[config.mk]
export PLATFORM = sky130hd
export DESIGN_NAME = wt_dcache_rd_arb_flat
export DESIGN_NICKNAME = d
export VERILOG_FILES = /design/src/rtl/wt_dcache_rd_arb_if.sv /design/src/rtl/wt_dcache_rd_arb.sv /design/src/flat_wrapper.sv
export SDC_FILE = /design/constraint.sdc
export NUM_CORES = 1
export LEC_CHECK = 0
export BUFFER_PORTS_ARGS = -buffer_cell sky130_fd_sc_hd__buf_2
export CAP_MARGIN = 20
export CORE_AREA = 2 2 108 110
export DETAILED_ROUTE_END_ITERATION = 7
export DIE_AREA = 0 0 110 112
export MAX_ROUTING_LAYER = met4
export PLACE_DENSITY = 0.59
export SLEW_MARGIN = 20
export SYNTH_ARGS = -nofsm -noshare
export SYNTH_HDL_FRONTEND = slang
export SYNTH_SLANG_ARGS = --single-unit
[constraint.sdc]
create_clock -name clk_i -period 2.61 [get_ports clk_i]
set_clock_uncertainty 0.2 [all_clocks]
set_input_delay 0.1305 -clock clk_i [delete_from_list [all_inputs] [get_ports clk_i]]
set_output_delay 0.1305 -clock clk_i [all_outputs]
set_load 0.03 [all_outputs]
[src/rtl/wt_dcache_rd_arb_if.sv]
// Bundle of the arbiter's requester-facing and array-facing signals.
// The slave modport is the arbiter; the master modport is whatever drives
// the requests and the memory-array grant (a cache controller or a bench).
interface wt_dcache_rd_arb_if #(
  parameter int unsigned NumPorts     = 3,
  parameter int unsigned PayloadWidth = 64
);

  localparam int unsigned PortW = (NumPorts > 1) ? $clog2(NumPorts) : 1;

  // Requester side
  logic [NumPorts-1:0]                   req_i;
  logic [NumPorts-1:0]                   prio_i;
  logic [NumPorts-1:0][PayloadWidth-1:0] payload_i;
  logic [NumPorts-1:0]                   ack_o;
  logic [NumPorts-1:0]                   rsp_vld_o;

  // Array side
  logic                                  wr_cl_vld_i;
  logic                                  mem_req_o;
  logic [PayloadWidth-1:0]               mem_payload_o;
  logic [PortW-1:0]                      mem_port_o;
  logic                                  mem_gnt_i;

  // Status
  logic                                  starve_evt_o;

  modport slave (
    input  req_i, prio_i, payload_i, wr_cl_vld_i, mem_gnt_i,
    output ack_o, rsp_vld_o, mem_req_o, mem_payload_o, mem_port_o, starve_evt_o
  );

  modport master (
    output req_i, prio_i, payload_i, wr_cl_vld_i, mem_gnt_i,
    input  ack_o, rsp_vld_o, mem_req_o, mem_payload_o, mem_port_o, starve_evt_o
  );

endinterface

[src/rtl/wt_dcache_rd_arb.sv]
// Read-port arbiter in front of the write-through dcache data array.
// Three priority tiers (starved, high class, low class); round-robin inside
// the winning tier. The array answers a fixed one cycle after acceptance.
module wt_dcache_rd_arb #(
  parameter int unsigned NumPorts     = 3,
  parameter int unsigned PayloadWidth = 64,
  parameter int unsigned StarveLimit  = 8
) (
  input logic              clk_i,
  input logic              rst_i,
  wt_dcache_rd_arb_if.slave bus
);

  localparam int unsigned PortW = (NumPorts > 1) ? $clog2(NumPorts) : 1;
  localparam int unsigned WaitW = $clog2(StarveLimit + 1);

  typedef logic [PortW-1:0] port_t;
  typedef logic [WaitW-1:0] wait_t;

  port_t               rr_q;
  wait_t               wait_q [NumPorts];
  logic [NumPorts-1:0] rsp_vld_q;
  logic                starve_evt_q;

  logic [NumPorts-1:0] eligible;
  logic [NumPorts-1:0] starved;
  logic [NumPorts-1:0] tier;
  port_t               sel;
  logic                mem_req;
  logic                accept;
  logic [NumPorts-1:0] ack;

  // Round-robin candidate: base + off wrapped into 0..NumPorts-1, so the
  // pointer never leaves the legal range even for non-power-of-two counts.
  function automatic port_t rr_index(input port_t base, input int unsigned off);
    int unsigned sum;
    sum = 32'(base) + off;
    if (sum >= NumPorts) sum = sum - NumPorts;
    return port_t'(sum);
  endfunction

  // Eligibility and tier mask: starved beats high class beats low class.
  always_comb begin
    // NOTE: every output of a combinational block gets a value on every
    // path (defaults first); otherwise synthesis infers a latch.
    eligible = bus.req_i & {NumPorts{~bus.wr_cl_vld_i}};
    starved  = '0;
    for (int unsigned k = 0; k < NumPorts; k++) begin
      starved[k] = (wait_q[k] == wait_t'(StarveLimit));
    end
    if (|(eligible & starved)) begin
      tier = eligible & starved;
    end else if (|(eligible & bus.prio_i)) begin
      tier = eligible & bus.prio_i;
    end else begin
      tier = eligible;
    end
  end

  // Round-robin search upward from rr_q inside the winning tier.
  always_comb begin
    logic found;
    sel   = '0;
    found = 1'b0;
    for (int unsigned i = 0; i < NumPorts; i++) begin
      if (!found && tier[rr_index(rr_q, i)]) begin
        sel   = rr_index(rr_q, i);
        found = 1'b1;
      end
    end
  end

  // Array request, selected payload/port and the same-cycle grant.
  always_comb begin
    mem_req = |eligible;
    accept  = mem_req & bus.mem_gnt_i;
    ack     = '0;
    if (accept) ack[sel] = 1'b1;
  end

  assign bus.mem_req_o     = mem_req;
  assign bus.mem_port_o    = mem_req ? sel : '0;
  assign bus.mem_payload_o = mem_req ? bus.payload_i[sel] : '0;
  assign bus.ack_o         = ack;
  assign bus.rsp_vld_o     = rsp_vld_q;
  assign bus.starve_evt_o  = starve_evt_q;

  // Round-robin pointer and the one-cycle response / starvation pulses.
  always_ff @(posedge clk_i or posedge rst_i) begin
    if (rst_i) begin
      rr_q         <= '0;
      rsp_vld_q    <= '0;
      starve_evt_q <= 1'b0;
    end else begin
      // NOTE: state registers use non-blocking assignments so every flop
      // samples the pre-edge values regardless of statement order.
      if (accept) begin
        rr_q <= (sel == port_t'(NumPorts - 1)) ? '0 : sel + port_t'(1);
      end
      rsp_vld_q    <= ack;
      starve_evt_q <= accept & starved[sel];
    end
  end

  // Per-port wait counters, saturating at the starvation threshold.
  always_ff @(posedge clk_i or posedge rst_i) begin
    if (rst_i) begin
      // NOTE: this small counter array is reset explicitly because the
      // starvation decision reads it in the first cycle after reset.
      for (int unsigned k = 0; k < NumPorts; k++) wait_q[k] <= '0;
    end else begin
      for (int unsigned k = 0; k < NumPorts; k++) begin
        if (!bus.req_i[k] || ack[k]) begin
          wait_q[k] <= '0;
        end else if (!starved[k]) begin
          wait_q[k] <= wait_q[k] + wait_t'(1);
        end
      end
    end
  end

endmodule

[src/flat_wrapper.sv]
// flat-port wrapper written by rule: the top's interface ports become plain ports
module wt_dcache_rd_arb_flat 
#(
  parameter int unsigned NumPorts     = 3,
  parameter int unsigned PayloadWidth = 64,
  parameter int unsigned StarveLimit  = 8
)
  (clk_i, rst_i, bus_req_i, bus_prio_i, bus_payload_i, bus_wr_cl_vld_i, bus_mem_gnt_i, bus_ack_o, bus_rsp_vld_o, bus_mem_req_o, bus_mem_payload_o, bus_mem_port_o, bus_starve_evt_o);
  wt_dcache_rd_arb_if #(.NumPorts(NumPorts), .PayloadWidth(PayloadWidth)) bus_i ();
  input logic clk_i;
  input logic rst_i;
  input wire logic [$bits(bus_i.req_i)-1:0] bus_req_i;
  input wire logic [$bits(bus_i.prio_i)-1:0] bus_prio_i;
  input wire logic [$bits(bus_i.payload_i)-1:0] bus_payload_i;
  input wire logic [$bits(bus_i.wr_cl_vld_i)-1:0] bus_wr_cl_vld_i;
  input wire logic [$bits(bus_i.mem_gnt_i)-1:0] bus_mem_gnt_i;
  output wire logic [$bits(bus_i.ack_o)-1:0] bus_ack_o;
  output wire logic [$bits(bus_i.rsp_vld_o)-1:0] bus_rsp_vld_o;
  output wire logic [$bits(bus_i.mem_req_o)-1:0] bus_mem_req_o;
  output wire logic [$bits(bus_i.mem_payload_o)-1:0] bus_mem_payload_o;
  output wire logic [$bits(bus_i.mem_port_o)-1:0] bus_mem_port_o;
  output wire logic [$bits(bus_i.starve_evt_o)-1:0] bus_starve_evt_o;
  assign bus_i.req_i = bus_req_i;
  assign bus_i.prio_i = bus_prio_i;
  assign bus_i.payload_i = bus_payload_i;
  assign bus_i.wr_cl_vld_i = bus_wr_cl_vld_i;
  assign bus_i.mem_gnt_i = bus_mem_gnt_i;
  assign bus_ack_o = bus_i.ack_o;
  assign bus_rsp_vld_o = bus_i.rsp_vld_o;
  assign bus_mem_req_o = bus_i.mem_req_o;
  assign bus_mem_payload_o = bus_i.mem_payload_o;
  assign bus_mem_port_o = bus_i.mem_port_o;
  assign bus_starve_evt_o = bus_i.starve_evt_o;
  wt_dcache_rd_arb #(.NumPorts(NumPorts), .PayloadWidth(PayloadWidth), .StarveLimit(StarveLimit)) u_core (.clk_i(clk_i), .rst_i(rst_i), .bus(bus_i));
endmodule
After elaboration in Yosys (flattened, before gate mapping):

Index checks and enable logic that the tools add are counted.

* mux-type cells: 32
* magnitude comparators: 8
* equality and inequality tests: 7
* add/subtract/negate cells: 9
* reductions and logical operators: 14
* bitwise logic cells: 6

Operators by type and width (count)
* 64-bit binary-select mux with 2-bit select: 1
* 64-bit 2-to-1 mux: 2
* 4-bit 2-to-1 mux: 6
* 2-bit 2-to-1 mux: 8
* 4-bit by 1-bit adder with 4-bit output, second input constant: 3
* 4-bit == test, second input constant: 3
* 2-bit by 3-bit less-than comparator with 1-bit output, second input constant: 4
* 3-bit bitwise AND: 3
* 3-bit 2-to-1 mux: 3
* 3-bit OR reduction: 3
* 1-bit binary-select mux with 2-bit select: 4
* 1-bit 2-to-1 mux: 7
* 3-bit by 2-bit greater-or-equal comparator with 1-bit output, second input constant: 2
* 2-bit != test, second input constant: 3
* 2-bit subtractor, second input constant: 3
* 1-bit zero test: 5
* 2-bit by 1-bit adder with 3-bit output, second input constant: 1
* 2-bit by 2-bit adder with 3-bit output, second input constant: 1
* 1-bit logical AND: 3
* 1-bit logical OR: 3
* 2-bit by 1-bit adder with 2-bit output, second input constant: 1
* 1-bit bitwise AND: 2
* 1-bit demux with 2-bit select: 1
* 2-bit == test, second input constant: 1
* 3 further kinds: 3

* logic and storage cells: 82
* bits of input ports: 202
* output and inout bits: 74
* flip-flop bits (word level): 18

Depth between registers and ports, before layout:

* word-level depth: 22
* depth in mapped cells: 11
* depth with buffers taken out: 9

Worst setup path before layout:

OpenSTA, ideal clock, no wires.

* path kind: register to register
* start: reg u_core.wait_q[0] in the netlist's numbering
* end: reg u_core.rsp_vld_q[0], in the netlist u_core.bus.rsp_vld_o[0]
* period minus slack after synthesis: 2.748 ns
* required time: 2.232 ns
* library setup time: 0.178 ns
* path slack: -0.138 ns
* data arrival time: 2.370 ns
* stages on the path, launching flop included: 12
* path buffers: 3
* path through: dfrtp_1 inv_1 ha_1 nand2_1 or2_2 a311oi_1 or4_1 buf_2 nand2_1 buf_4 buf_2 nor2_1

* word-level cells in the longest chain between the ends: 18
* elaborated cells between the ends (all ways): 25
* those cells by class: 2 x order compare; 1 x eq/ne; 15 x mux; 1 x bitwise; 6 x reduce/logical

Ends and longest elaborated chain
* from (decl): RTL line wt_dcache_rd_arb.sv:21 `wait_t wait_q [NumPorts];`
* from (signal, indexed assignment): RTL line wt_dcache_rd_arb.sv:116 `wait_q[k] <= wait_q[k] + wait_t'(1);`
* 4-bit == test *: RTL line wt_dcache_rd_arb.sv:49 `starved[k] = (wait_q[k] == wait_t'(StarveLimit));`
* 3-bit bitwise AND *: RTL line wt_dcache_rd_arb.sv:51, wt_dcache_rd_arb.sv:52
* 3-bit OR reduction: RTL line wt_dcache_rd_arb.sv:51 `if (|(eligible & starved)) begin`
* 3-bit 2-to-1 mux *: RTL line wt_dcache_rd_arb.sv:51
* 1-bit binary-select mux with 2-bit select: RTL line wt_dcache_rd_arb.sv:66 `if (!found && tier[rr_index(rr_q, i)]) begin`
* 1-bit 2-to-1 mux (implied by the code): RTL line wt_dcache_rd_arb.sv:66
* 1-bit 2-to-1 mux: RTL line wt_dcache_rd_arb.sv:66
* 1-bit zero test: RTL line wt_dcache_rd_arb.sv:66
* (+3 left out)
* 1-bit logical AND: RTL line wt_dcache_rd_arb.sv:66
* 2-bit 2-to-1 mux *: RTL line wt_dcache_rd_arb.sv:66
* 2-bit by 3-bit less-than comparator with 1-bit output (implied by the code) / 2-bit by 1-bit greater-or-equal comparator with 1-bit output (equally long branches): RTL line wt_dcache_rd_arb.sv:78 `if (accept) ack[sel] = 1'b1;`
* 1-bit logical AND (implied by the code): RTL line wt_dcache_rd_arb.sv:78
* 1-bit 2-to-1 mux (implied by the code): RTL line wt_dcache_rd_arb.sv:78
* 1-bit demux with 2-bit select *
* 3-bit 2-to-1 mux *: RTL line wt_dcache_rd_arb.sv:78
* via bus_ack_o[0]: RTL line flat_wrapper.sv:17 `output wire logic [$bits(bus_i.ack_o)-1:0] bus_ack_o;`
* to (signal assigned): RTL line wt_dcache_rd_arb.sv:100 `rsp_vld_q <= ack;`
* to (decl): RTL line wt_dcache_rd_arb.sv:22 `logic [NumPorts-1:0] rsp_vld_q;`

Mark *: on every way through the listed nets, which the timed path passes. The rest lies on a longest branch. The select of a mux whose other input is x is not followed.
A chain may end at the register's enable or synchronous reset.

Worst setup path in the final report:

* start: reg u_core.wait_q[0] in the netlist's numbering
* end: out bus_mem_payload_o[43]

* word-level cells in the longest chain between the ends: 16
* elaborated cells between the ends (all ways): 22
* those cells by class: 1 x eq/ne; 15 x mux; 1 x bitwise; 5 x reduce/logical

Ends and longest elaborated chain
* 4-bit == test *: RTL line wt_dcache_rd_arb.sv:49
* 3-bit bitwise AND *: RTL line wt_dcache_rd_arb.sv:51, wt_dcache_rd_arb.sv:52
* 3-bit OR reduction: RTL line wt_dcache_rd_arb.sv:51
* 3-bit 2-to-1 mux *: RTL line wt_dcache_rd_arb.sv:51
* 1-bit binary-select mux with 2-bit select: RTL line wt_dcache_rd_arb.sv:66
* 1-bit 2-to-1 mux (implied by the code): RTL line wt_dcache_rd_arb.sv:66
* 1-bit 2-to-1 mux: RTL line wt_dcache_rd_arb.sv:66
* 1-bit zero test: RTL line wt_dcache_rd_arb.sv:66
* 1-bit logical AND: RTL line wt_dcache_rd_arb.sv:66
* 1-bit 2-to-1 mux: RTL line wt_dcache_rd_arb.sv:66
* 1-bit zero test: RTL line wt_dcache_rd_arb.sv:66
* 1-bit logical AND: RTL line wt_dcache_rd_arb.sv:66
* 2-bit 2-to-1 mux *: RTL line wt_dcache_rd_arb.sv:66
* 64-bit binary-select mux with 2-bit select *: RTL line wt_dcache_rd_arb.sv:83 `assign bus.mem_payload_o = mem_req ? bus.payload_i[sel] : '0;`
* 64-bit 2-to-1 mux (implied by the code) *: RTL line wt_dcache_rd_arb.sv:83
* 64-bit 2-to-1 mux *: RTL line wt_dcache_rd_arb.sv:83
* to (decl): RTL line flat_wrapper.sv:20 `output wire logic [$bits(bus_i.mem_payload_o)-1:0] bus_mem_payload_o;`

Mark *: on every way between the ends. The rest lies on a longest branch, timed or not. The select of a mux whose other input is x is not followed.

==> out/summary.md <==
Of the post-synthesis cell area, the dominant cell type holds 20.6%. The max-slew headroom at the worst pin was 51.4%; the clock period minus worst slack was 2.97 ns. For the total net switching power, the log shows 0.000898 W. TritonCTS built the clock tree.

The highest attainable clock frequency was 0.337 GHz. The tools report the count of unresolved DRC violations after routing as 0. The routed length per instance is 18.6 um, and the residual overflow from global routing is 0. The critical path buffer and inverter count is 3, and the net count after synthesis is 487. No sink is reached through more buffers than the 2 on the longest clock path.

The combinational fraction of design power is 71.2%. After clock tree synthesis, the clock-pin slew on the worst setup and hold paths is 0.05 ns. The tools report the routability-driven placement congestion ratio as 0.870.

The most used flip-flop cell after synthesis is sky130_fd_sc_hd__dfrtp_1. The number of different library cells used by synthesis comes to 41. The checks that failed: setup timing.

In the final design database the tool counted 798 nets. For the global-route usage over all layers, the log shows 20.3%. In the synthesized netlist, the cells that appear most often are sky130_fd_sc_hd__o21a_1 (64), sky130_fd_sc_hd__o221a_2 (45), sky130_fd_sc_hd__o221a_1 (19).

Clock network fraction of design power: 14.9%. Maximum level of the CTS H-tree: 1. Net switching is 39.7% of the power. The post-synthesis instance area was 0.00246 mm2. The worst hold path belongs to the class input pin to register. The height of the die came out at 112 um.

The wire-length estimate of the detail-placed layout is 9460 um. Setup repair after global routing could not meet its margin everywhere. For the pin with the worst max-slew slack, the measured transition is 0.728 ns. The latest clock arrival within the worst-skew pair came out at 0.25 ns. The number of instances in the synthesized netlist was 277; the iteration count of the initial detailed-routing pass was 4. The most common cell in the netlist is sky130_fd_sc_hd__o21a_1. The via count of the first global-routing pass came out at 3,742.

The cell repeated most along the worst path was sky130_fd_sc_hd__o211ai_1. The tools report the count of clock tree sinks as 18. Sort of element at the start of the critical path: a register. The number of non-filler instances in the completed layout is 732, and the final cycle utilization of the critical path is 114%. The count of buffers added on input and output ports is 275.

The post-route netlist has 79.6% of its cells at a drive strength greater than 1. After filler insertion, the fill cell instance count of the layout stands at 1,035. The run finished, with violations left.

During synthesis, Yosys emitted a total of 0 warnings. After floorplanning, the core was sized to cover 0.0112 mm2. The total power divided by cell area works out to 426 mW/mm2. In this run, placement finished with an instance count of 699. The critical path goes through inv_2 -> ha_4 -> nand4b_1 -> o211ai_1 -> o211ai_1 -> or4_4 -> buf_8 -> o221a_2 -> o21a_2 -> clkbuf_4.

The worst setup path category is register to primary output. At the placement stage, the worst setup path has a slack of -0.315 ns. Initial antenna violation count: 2. The worst-path maximum fanout was 31.

The floorplan has 39 rows. For the cell-internal power, the log shows 0.00136 W. The number of clock buffers added by TritonCTS is 3.

The share of synthesized registers carrying an async set or reset was 100%. The root cell of the clock tree was sky130_fd_sc_hd__clkbuf_16. Entering global routing, the biggest net connects 36 pins.

Yosys mapped a number of flops with a built-in enable equal to 0. For the global-route wire length before repair, the log shows 19,100 um. The number of violations reported at the end of detailed-routing iteration 0 is 335, and the required time of the critical path is 2.28 ns.

The tools report the vias after detailed routing as 3,696. The critical-path cell with the highest stage delay was sky130_fd_sc_hd__or4_4. The slack of the critical path came out at -0.361 ns. The leakage power figure came out at 2.60 nW. Max-cap check violation count: 0.

The run gives 0 as the number of slew-limit violations in the final report. The horizontal extent of the die is 110 um, and the placement-stage cell area is 0.00426 mm2. Data arrives at the worst endpoint at 2.64 ns. A synthesized cell averages 8.88 um2. The run gives 0 as the antenna violation net count after detailed routing. The share of total power dissipated in sequential elements is 13.9%. Yosys attributes the largest share of cell area to sky130_fd_sc_hd__o221a_2 (21%), sky130_fd_sc_hd__o21a_1 (20%), sky130_fd_sc_hd__dfrtp_1 (18%). Die area: 0.0123 mm2. The initial core utilization was 22.0%; the core utilization of the finished layout was 47.5%.

The worst stage delay on the critical path was 0.49 ns. The largest total area in the synthesized netlist belongs to sky130_fd_sc_hd__o221a_2. Relative to the synthesized area, the layout overhead comes to 116%. The tools report the largest voltage drop on the vdd net as 0.440 mV. Setup violations remaining at the end of the flow were counted as 70. The hold violation total from the final report was 0.

For the register area share after synthesis, the log shows 18.3%. The synthesis-stage register bit count is 18, and the number of I/O pins is 276. In this design, the largest share of critical-path delay is due to compound AO/OA/AOI/OAI gates.

Wires add up to 13,600 um. After routing the design area is 0.00530 mm2. The worst setup path is captured at a primary output. Dividing the detail-routed via count by the number of cells gives 5.05.
[tightest hold or removal path, cell delays in order]
cell                      delay (ns)
sky130_fd_sc_hd__buf_2          0.13
sky130_fd_sc_hd__o21ai_0        0.08
sky130_fd_sc_hd__buf_4          0.13
sky130_fd_sc_hd__nor3_2         0.04
[placed cells by master (no fill, tap or decap), types with 6 or more instances in the layout]
cell type | Yosys | final
sky130_fd_sc_hd__o221a_2 | 45 | 44
sky130_fd_sc_hd__o21a_2 | 0 | 56
sky130_fd_sc_hd__buf_6 | 3 | 53
sky130_fd_sc_hd__o21a_1 | 64 | 6
sky130_fd_sc_hd__nor2_1 | 16 | 11
sky130_fd_sc_hd__o221a_1 | 19 | 19
sky130_fd_sc_hd__clkbuf_16 | 0 | 7
sky130_fd_sc_hd__buf_4 | 1 | 56
sky130_fd_sc_hd__nand2_1 | 9 | 8
sky130_fd_sc_hd__dfrtp_1 | 18 | 18
sky130_fd_sc_hd__buf_2 | 12 | 206
sky130_fd_sc_hd__buf_12 | 0 | 6
[through the flow]
step                total power (W)  hold slack [ns]  setup TNS (ns)
floorplan                   0.00105           -0.131               0
global placement            0.00145           0.0861          -16.61
detailed placement          0.00147           0.0899          -17.53
CTS                         0.00217           0.0986          -20.61
global route                0.00239            0.120          -30.42
finish                      0.00226            0.112          -21.70
[logic make-up (layout without fill, tap and decap cells)]
group	Yosys count	after routing	synth area share, %
flops	18	18	18.3
other cells	0	2	0
buf+inv	42	352	8.09
simple gates	47	47	9.52
mux	1	1	0.407
compound gates	152	152	56.4
xor+xnor	9	9	3.21
fa+ha+maj	8	8	4.07
[final cells by class]
type / instances / area (um2) / share of cell area, %
Sequential cell: 18 / 450 / 8.49
Multi-Input combinational cell: 217 / 2040 / 38.5
Antenna cell: 2 / 5.00 / 0.0944
Tap cell: 143 / 179 / 3.37
Clock buffer: 4 / 88.8 / 1.68
Inverter: 12 / 52.6 / 0.991
Timing Repair Buffer: 336 / 2490 / 46.9
[final timing paths]
kind                                                    from                             to  slack, ns  depth (start not counted)
worst max-delay path            u_core.wait_q[0]$_DFFE_PP0P_          bus_mem_payload_o[43]      -0.36                         10
worst min-delay path                            bus_req_i[2]   u_core.wait_q[2]$_DFFE_PP0P_       0.11                          4
worst max register to register  u_core.wait_q[0]$_DFFE_PP0P_     u_core.rr_q[0]$_DFFE_PP0P_      -0.02                         12
worst min register to register    u_core.rr_q[1]$_DFFE_PP0P_     u_core.rr_q[1]$_DFFE_PP0P_       0.36                          1
max in group asynchronous                              rst_i  u_core.wait_q[11]$_DFFE_PP0P_       1.40                          3
min in group asynchronous                              rst_i   u_core.wait_q[8]$_DFFE_PP0P_       0.35                          3
[flip-flops by register name, summed over array words and instances, names as in the netlist]
register and count:
u_core.rr_q 2, u_core.wait_q 12, u_core.bus.rsp_vld_o 3, u_core.bus.starve_evt_o 1
[metal layers]
metal / part of all wire, % / track usage (%) / up-vias / routed length [um]
li1: - / - / 1749 / -
met1: 39 / 24.2 / 1738 / 5360
met2: 51 / 36.2 / 187 / 6940
met5: 0 / - / - / 0
met3: 7.9 / 2.46 / 22 / 1070
met4: 1.6 / 3.97 / 0 / 212
[power by group through the flow]
| stage | Clock (W) | Combinational (W) | Sequential, W |
|---|---|---|---|
| after floorplan | 0 | 0.000730 | 0.000325 |
| after global placement | 0 | 0.00114 | 0.000316 |
| after detailed placement | 0 | 0.00115 | 0.000317 |
| after CTS | 0.000347 | 0.00151 | 0.000314 |
| after global routing | 0.000360 | 0.00171 | 0.000318 |
| final | 0.000336 | 0.00161 | 0.000315 |
[what timing repair did]
item | in CTS | in global routing
resized for setup | 141 | 27
hold buffers | 1 | 0
endpoints found under the setup margin | 76 | 81
buffers inserted | 13 | 3
pin swaps | 5 | 9
cloned | 6 | 4
hold endpoints to repair | 18 | 0
Power figures use the tool's default switching activity.
